File: src/rtl/fpu_add_arbiter.sv
`timescale 1ns/1ps
// Purpose : round-robin arbiter sharing one pipelined floating-point adder among N_REQ requesters.
// Latency : ADDER_LAT+2 cycles from req handshake to res_vld; one operation issued per cycle.
// Backpres: req_rdy is a one-hot combinational grant; results are never stalled and must be taken.
//
// Ports:
//   clk, rst                 clock and synchronous active-high reset
//   req_vld/req_a/req_b      per-requester requests; requester i operands at [32i+31:32i]
//   req_rdy                  one-hot grant to the selected requester
//   add_a/add_b/add_vld      registered issue to the adder
//   add_result/add_res_state adder outputs, valid ADDER_LAT cycles after add_vld
//   res_vld                  one-hot result pulse to the originating requester
//   res_data/res_state       shared result bus, holds its value between pulses
//   busy                     high while any operation is in flight
//
// Optional build macro FPU_ADD_ARB_PERF_EN adds grant_cnt (16 bits per requester)
// and stall_cnt (16 bits) saturating performance counters.

module fpu_add_arbiter #(
  parameter int N_REQ     = 4,
  parameter int ADDER_LAT = 6,
  parameter int STATE_W   = 2
) (
  input  logic                  clk,
  input  logic                  rst,
  input  logic [N_REQ-1:0]      req_vld,
  input  logic [32*N_REQ-1:0]   req_a,
  input  logic [32*N_REQ-1:0]   req_b,
  output logic [N_REQ-1:0]      req_rdy,
  output logic [31:0]           add_a,
  output logic [31:0]           add_b,
  output logic                  add_vld,
  input  logic [31:0]           add_result,
  input  logic [STATE_W-1:0]    add_res_state,
  output logic [N_REQ-1:0]      res_vld,
  output logic [31:0]           res_data,
  output logic [STATE_W-1:0]    res_state,
  output logic                  busy
`ifdef FPU_ADD_ARB_PERF_EN
  ,
  output logic [16*N_REQ-1:0]   grant_cnt,
  output logic [15:0]           stall_cnt
`endif
);

  localparam int IDW = (N_REQ > 1) ? $clog2(N_REQ) : 1;

  // ---------------------------------------------------------------------------
  // State
  // ---------------------------------------------------------------------------
  logic [IDW-1:0]     rr_ptr_q, rr_ptr_d;

  logic               add_vld_q;
  logic [31:0]        add_a_q, add_a_d;
  logic [31:0]        add_b_q, add_b_d;
  logic [IDW-1:0]     issue_id_q;

  // Tag pipe: entry k is valid in the cycle that is k+1 cycles after add_vld,
  // so the last entry lines up with the adder result.
  logic [ADDER_LAT-1:0] tag_vld_q;
  logic [IDW-1:0]       tag_id_q [ADDER_LAT];

  logic [N_REQ-1:0]   res_vld_q, res_vld_d;
  logic [31:0]        res_data_q;
  logic [STATE_W-1:0] res_state_q;

  // ---------------------------------------------------------------------------
  // Round-robin grant
  // ---------------------------------------------------------------------------
  logic             grant_any;
  logic [IDW-1:0]   grant_id;
  logic [IDW:0]     cand_sum;
  logic [IDW-1:0]   cand;

  always_comb begin
    req_rdy   = '0;
    grant_any = 1'b0;
    grant_id  = '0;
    cand_sum  = '0;
    cand      = '0;
    for (int k = 0; k < N_REQ; k++) begin
      // rr_ptr + k wrapped into 0..N_REQ-1 (works for non-power-of-two N_REQ)
      cand_sum = {1'b0, rr_ptr_q} + (IDW+1)'(k);
      if (cand_sum >= (IDW+1)'(N_REQ)) begin
        cand_sum = cand_sum - (IDW+1)'(N_REQ);
      end
      cand = cand_sum[IDW-1:0];
      if (!grant_any && req_vld[cand]) begin
        grant_any     = 1'b1;
        grant_id      = cand;
        req_rdy[cand] = 1'b1;
      end
    end
  end

  // A grant is only ever given to a valid requester, so a grant is a transfer.
  always_comb begin
    rr_ptr_d = rr_ptr_q;
    if (grant_any) begin
      if (grant_id == IDW'(N_REQ - 1)) begin
        rr_ptr_d = '0;
      end else begin
        rr_ptr_d = grant_id + IDW'(1);
      end
    end
  end

  // Operand mux driven by the one-hot grant; operands hold when nothing is issued.
  always_comb begin
    add_a_d = add_a_q;
    add_b_d = add_b_q;
    for (int i = 0; i < N_REQ; i++) begin
      if (req_rdy[i]) begin
        add_a_d = req_a[32*i +: 32];
        add_b_d = req_b[32*i +: 32];
      end
    end
  end

  // ---------------------------------------------------------------------------
  // Issue stage
  // ---------------------------------------------------------------------------
  always_ff @(posedge clk) begin
    if (rst) begin
      rr_ptr_q   <= '0;
      add_vld_q  <= 1'b0;
      add_a_q    <= '0;
      add_b_q    <= '0;
      issue_id_q <= '0;
    end else begin
      rr_ptr_q   <= rr_ptr_d;
      add_vld_q  <= grant_any;
      add_a_q    <= add_a_d;
      add_b_q    <= add_b_d;
      issue_id_q <= grant_id;
    end
  end

  // ---------------------------------------------------------------------------
  // Tag pipeline
  // ---------------------------------------------------------------------------
  always_ff @(posedge clk) begin
    if (rst) begin
      tag_vld_q <= '0;
      for (int k = 0; k < ADDER_LAT; k++) begin
        tag_id_q[k] <= '0;
      end
    end else begin
      tag_vld_q[0] <= add_vld_q;
      tag_id_q[0]  <= issue_id_q;
      for (int k = 1; k < ADDER_LAT; k++) begin
        tag_vld_q[k] <= tag_vld_q[k-1];
        tag_id_q[k]  <= tag_id_q[k-1];
      end
    end
  end

  // ---------------------------------------------------------------------------
  // Return stage
  // ---------------------------------------------------------------------------
  always_comb begin
    res_vld_d = '0;
    if (tag_vld_q[ADDER_LAT-1]) begin
      res_vld_d[tag_id_q[ADDER_LAT-1]] = 1'b1;
    end
  end

  always_ff @(posedge clk) begin
    if (rst) begin
      res_vld_q   <= '0;
      res_data_q  <= '0;
      res_state_q <= '0;
    end else begin
      res_vld_q <= res_vld_d;
      // Result bus only updates on a returning op so it holds between pulses.
      if (tag_vld_q[ADDER_LAT-1]) begin
        res_data_q  <= add_result;
        res_state_q <= add_res_state;
      end
    end
  end

  // ---------------------------------------------------------------------------
  // Outputs
  // ---------------------------------------------------------------------------
  assign add_a     = add_a_q;
  assign add_b     = add_b_q;
  assign add_vld   = add_vld_q;
  assign res_vld   = res_vld_q;
  assign res_data  = res_data_q;
  assign res_state = res_state_q;
  assign busy      = add_vld_q | (|tag_vld_q) | (|res_vld_q);

`ifdef FPU_ADD_ARB_PERF_EN
  // ---------------------------------------------------------------------------
  // Performance counters (saturating)
  // ---------------------------------------------------------------------------
  logic [15:0] grant_cnt_q [N_REQ];
  logic [15:0] stall_cnt_q;
  logic        stall_now;

  // Some requester is waiting without a grant this cycle.
  assign stall_now = |(req_vld & ~req_rdy);

  always_ff @(posedge clk) begin
    if (rst) begin
      stall_cnt_q <= '0;
      for (int i = 0; i < N_REQ; i++) begin
        grant_cnt_q[i] <= '0;
      end
    end else begin
      if (stall_now && (stall_cnt_q != 16'hFFFF)) begin
        stall_cnt_q <= stall_cnt_q + 16'd1;
      end
      for (int i = 0; i < N_REQ; i++) begin
        if (req_rdy[i] && (grant_cnt_q[i] != 16'hFFFF)) begin
          grant_cnt_q[i] <= grant_cnt_q[i] + 16'd1;
        end
      end
    end
  end

  always_comb begin
    grant_cnt = '0;
    for (int i = 0; i < N_REQ; i++) begin
      grant_cnt[16*i +: 16] = grant_cnt_q[i];
    end
  end

  assign stall_cnt = stall_cnt_q;
`endif

endmodule

File: config.mk
export PLATFORM = sky130hd
export DESIGN_NAME = fpu_add_arbiter
export DESIGN_NICKNAME = d
export VERILOG_FILES = /design/src/rtl/fpu_add_arbiter.sv
export SDC_FILE = /design/constraint.sdc
export NUM_CORES = 1
export LEC_CHECK = 0
export CAP_MARGIN = 20
export CORE_AREA = 3 3 155 157
export CTS_CLUSTER_DIAMETER = 30
export DETAILED_ROUTE_END_ITERATION = 8
export DIE_AREA = 0 0 158 160
export GPL_TIMING_DRIVEN = 0
export SLEW_MARGIN = 30
export SYNTH_ARGS = -nofsm -noshare
export SYNTH_HDL_FRONTEND = slang
export SYNTH_SLANG_ARGS = --single-unit
export TNS_END_PERCENT = 30
File: constraint.sdc
create_clock -name clk -period 6.4 [get_ports clk]
set_input_delay 0.64 -clock clk [delete_from_list [all_inputs] [get_ports clk]]
set_output_delay 0.64 -clock clk [all_outputs]
set_load 0.02 [all_outputs]
# Word-level counts from Yosys, hierarchy flattened
# Memories as Yosys holds them, arrays and structs flattened.
# Index checks and enable logic that the tools add are counted.
[classes]
n_mux = 52
addsub = 8
n_bitwise = 12
eq_ne = 1
reduce_logical = 15
n_lt_le_gt_ge = 14
[op_table]
columns = ["op", "n"]
rows = [
  ["$mux 32", 8],
  ["$mux 2", 15],
  ["$mux 1", 16],
  ["$mux 4", 4],
  ["$lt 2x3->1 const B", 5],
  ["$or 4x4->4", 3],
  ["$demux 1 s2", 5],
  ["$ge 2x1->1 const B", 5],
  ["$ge 3x3->1 const B", 3],
  ["$bmux 1 s2", 4],
  ["$logic_and 1x1->1", 8],
  ["$or 1x1->1", 8],
  ["$sub 2x1->2 const B", 4],
  ["$add 2x2->3 const B", 2],
  ["$reduce_or 6->1", 1],
  ["$reduce_bool 4->1", 1],
  ["$reduce_or 4->1", 1],
  ["$add 2x1->3 const B", 1],
  ["$ge 2x3->1 const B", 1],
  ["$logic_not 1->1", 3],
  ["$add 2x1->2 const B", 1],
  ["$eq 2x2->1 const B", 1],
  ["$reduce_or 2->1", 1],
  ["$not 1->1", 1],
]
[totals]
inputBits = 296
elab_cells = 112
out_inout_bits = 108
mem_bits_rw = 12
memories = 1
reg_bits = 113
[memory_table]
columns = ["name", "words", "word_bits", "rd", "rd_clocked_by_memory_dff", "wr", "line", "text"]
rows = [
  ["tag_id_q", 6, 2, 6, 0, 6, "61", "logic [IDW-1:0] tag_id_q [ADDER_LAT];"],
]

# Depth between registers and ports, before layout
[depth]
ltp_word = 18
depth_mapped = 14
ltp_nobuf = 10

# Worst setup path after synthesis
# OpenSTA, ideal clock, no wires.
[synth_path]
path_type = "register to register"
from = "register (tool-made name)"
to = "register add_a_q[20], in the netlist add_a[20]"
arrival_time_ps = 3475
n_path_buf = 4
synth_period_minus_slack_ps = 3593
setup_ps = 119
path_slack_ps = 2807
stages_incl_launch_ff = 15
required_ps = 6281
path_cell_list = "dfxtp_1 > buf_2 > clkbuf_1 > inv_1 > ha_1 > and3b_1 > a21o_1 > a311o_1 > a32oi_2 > inv_2 > or3_1 > or2_1 > buf_4 > buf_6 > o221a_1"
[synth_rtl]
columns = ["item", "line", "text"]
rows = [
  ["end signal: assignment", "127", "add_a_q <= '0;"],
  ["end signal: assignment", "133", "add_a_q <= add_a_d;"],
  ["end: declaration", "54", "logic [31:0] add_a_q, add_a_d;"],
]

==> impl_metrics.toml <==
[setup_path]
required_ns = 5.76
cp_slowest_stage_delay_ns = 0.74
critPathKind = "register to primary output"
r2r-end = "add_a[17]"
worstPathCellList = "buf_2 > clkbuf_1 > inv_1 > ha_1 > mux4_2 > or3b_2 > a21oi_1 > a31oi_1 > inv_2 > clkbuf_1 > clkdlybuf4s50_1"
reg2reg_depth = 13
r2r_setup_slack_ns = 1.89
path_max_fanout = 10
crit_top_cell = "clkbuf_1"
arrival_ns = 4.37
startpoint_type = "register"
critical_path.endpoint_type = "primary output"
worst_path_max_delay_cell = "clkdlybuf4s50_1"

[final_layout]
layout_common_cells = "clkdlybuf4s50_1, nor2_1, nand2_1"
drive_gt1_frac = 0.0437
multiInputGateArea_um2 = 3520
fill_cells = 2200
final_common_cell = "clkdlybuf4s50_1"
seqCellArea_um2 = 2500
area_delta_synth_final_pct = 78.5
final_nets = 1550

[global_routing]
grt_pass1_wl_mm = 44.2
antenna_found_initial = 2
track_usage = 0.230
overflow = 0
grt_max_degree = 17
grt_pass1_vias = 7318

[sta]
finalSetupTns_ns = 0
worst_slack_ns = 1.39
relSlewSlack = 0.419
fin_crit_sh = 0.783
finalHoldViolCount = 0
drv_slew = 0
fmax_ghz = 0.200
setup_violations = 0
rsz0062_at_grt = "false"
worstMarginPinSlew_ns = 0.872
finalClockSkew_ns = 0.00905
period_needed_ns = 5.01

[clock_tree]
cts.sinks = 125
cts_buffer_depth = 2
cts_root_buf = "clkbuf_16"
htree_levels = 4
numCtsBuffers = 17
hold_buffers = 0
cts_tree = "yes"
clock_latency_ns = 0.42
cts_resized = 0
clkSlewWorstSetupHoldPaths_ns = 0.06
post-cts-setup-buffers = 0

[synth]
syn_inst = 825
yosys_most_used_dff = "dfxtp_1"
yosysTopAreaCellShare = 0.391
syn_area_per_cell_um2 = 7.75
synth_cell_types = 41
synth_area_leaders = "dfxtp_1, nor2_1, o221a_1, nand2_1, a31oi_1"
yosysTopAreaCell = "dfxtp_1"
syn_area_um2 = 6390
synth_edf_count = 0
postSynth.asyncResetShare = 0
yosysWarnings = 0
ys_ff_latch = 125
synth_fp_nets = 1128
seq_area_frac_synth = 0.391

[routing]
detail_route.wl_per_cell_um = 19.7
drt_pre_antenna_iters = 6
drc = 0
vias = 7496
drtIter0Drc = 414
wl_mm = 30.5
via_per_inst = 4.85
postRouteAntennaNets = 0

[floorplanning]
start_util = 0.282
ios = 404
die_x_um = 158
die_area_um2 = 25300
core_um2 = 22600
placementRows = 55
die_h_um = 160

[placement]
post-place-ws_ns = 1.79
io_buffer_count = 403
dp_hpwl_mm = 23.9
gp_congestion = 0.915

[power]
peakVddDrop_v = 0.000208
powerDensity_nw_per_um2 = 477
cellLeakagePower_nw = 4.33

[min_path]
min_to = "tag_id_q[3][1]"
worstHoldStart = "tag_id_q[2][1]"
hp-class = "register to register"
holdPathStages = 1

[run]
max_cap_violations = 0

[run_status]
status = "finished, final reports clean"
-- worst max path at each step --
stage	start	to	slack, ns	cells past startpoint
final	register	req_rdy[1]	1.39	11
after global routing	register	req_rdy[1]	1.09	11
after CTS	register	req_rdy[1]	1.33	11
after detailed placement	register	req_rdy[1]	1.79	11
after global placement	register	add_a[17]	1.78	13
after floorplan	register	add_a[20]	2.81	14
-- final cells by class --
cell class,instances,share of cell area
antenna,1,0.000219
buffer,73,0.0294
clock buffer,18,0.0385
clock inverter,13,0.0164
inverter,9,0.00296
multi-input combinational,618,0.309
sequential,125,0.219
tap,285,0.0312
timing repair buffer,403,0.353
-- kinds of logic (layout without fill, tap and decap cells) --
kind of cell / after synthesis / count (layout) / synth area share
simple gates: 413 / 413 / 0.260
compound gates: 160 / 160 / 0.212
flops: 125 / 125 / 0.391
buf+inv: 82 / 516 / 0.0577
mux: 37 / 37 / 0.0638
fa+ha+maj: 7 / 7 / 0.0137
xor+xnor: 1 / 1 / 0.00137
other cells: 0 / 1 / 0
-- Yosys cell counts (2+ instances only) --
master and instances:
a32oi_1 3, a221o_1 3, mux4_2 3, o221a_1 64, nor2b_1 26, buf_1 14, o21ai_0 7, nor2_1 234
mux2i_1 34, or3_1 2, nor4_1 3, buf_6 6, nand2_1 137, clkbuf_1 42, buf_2 10, a31oi_1 65
dfxtp_1 125, a211oi_1 2, inv_1 7, a21oi_1 6, nand2b_1 4, o31ai_1 2, inv_2 2, ha_1 7
-- power by group --
| group | switching, mW | internal [mW] |
|---|---|---|
| clock | 0.372 | 0.662 |
| combinational | 2.02 | 1.29 |
| sequential | 0.111 | 0.985 |
-- registers in the layout (all words and copies together) (netlist names), named ones only --
register	cells
issue_id_q	2
tag_id_q	12
tag_vld_q	6
add_b	32
add_a	32
res_vld	4
res_state	2
rr_ptr_q	1
res_data	32
add_vld	1
-- critical path, delay by kind of cell (launching register included) --
family                   cells  cell delay, ns
multiplexers                 1            0.39
AND/OR/NAND/NOR              1            0.47
AO/OA/AOI/OAI                2            0.20
buffers and inverters        6            2.10
adder cells (fa/ha/maj)      1            0.41
flip-flops                   1            0.38
-- routing by layer --
| layer | vias up | global-route usage | wire length [um] |
|---|---|---|---|
| met2 | 267 | 0.400 | 15000 |
| met4 | 2 | 0.0598 | 454 |
| met3 | 33 | 0.0561 | 2110 |
| met5 | - | 0 | 13 |
| li1 | 3712 | - | - |
| met1 | 3482 | 0.282 | 12900 |
-- per-stage QoR --
step | util | power [mW] | area, um^2 | hold WS (ns) | instances
global route | 0.504 | 5.82 | 11400 | 0.458 | 1545
CTS | 0.504 | 5.50 | 11400 | 0.442 | 1544
finish | 0.504 | 5.44 | 11400 | 0.439 | 1545
detailed placement | 0.476 | 4.45 | 10800 | 0.425 | 1513
global placement | 0.476 | 4.44 | 10800 | 0.416 | 1513
floorplan | - | 3.05 | 6390 | 0.414 | 825
(Power assumes the default switching activity.)
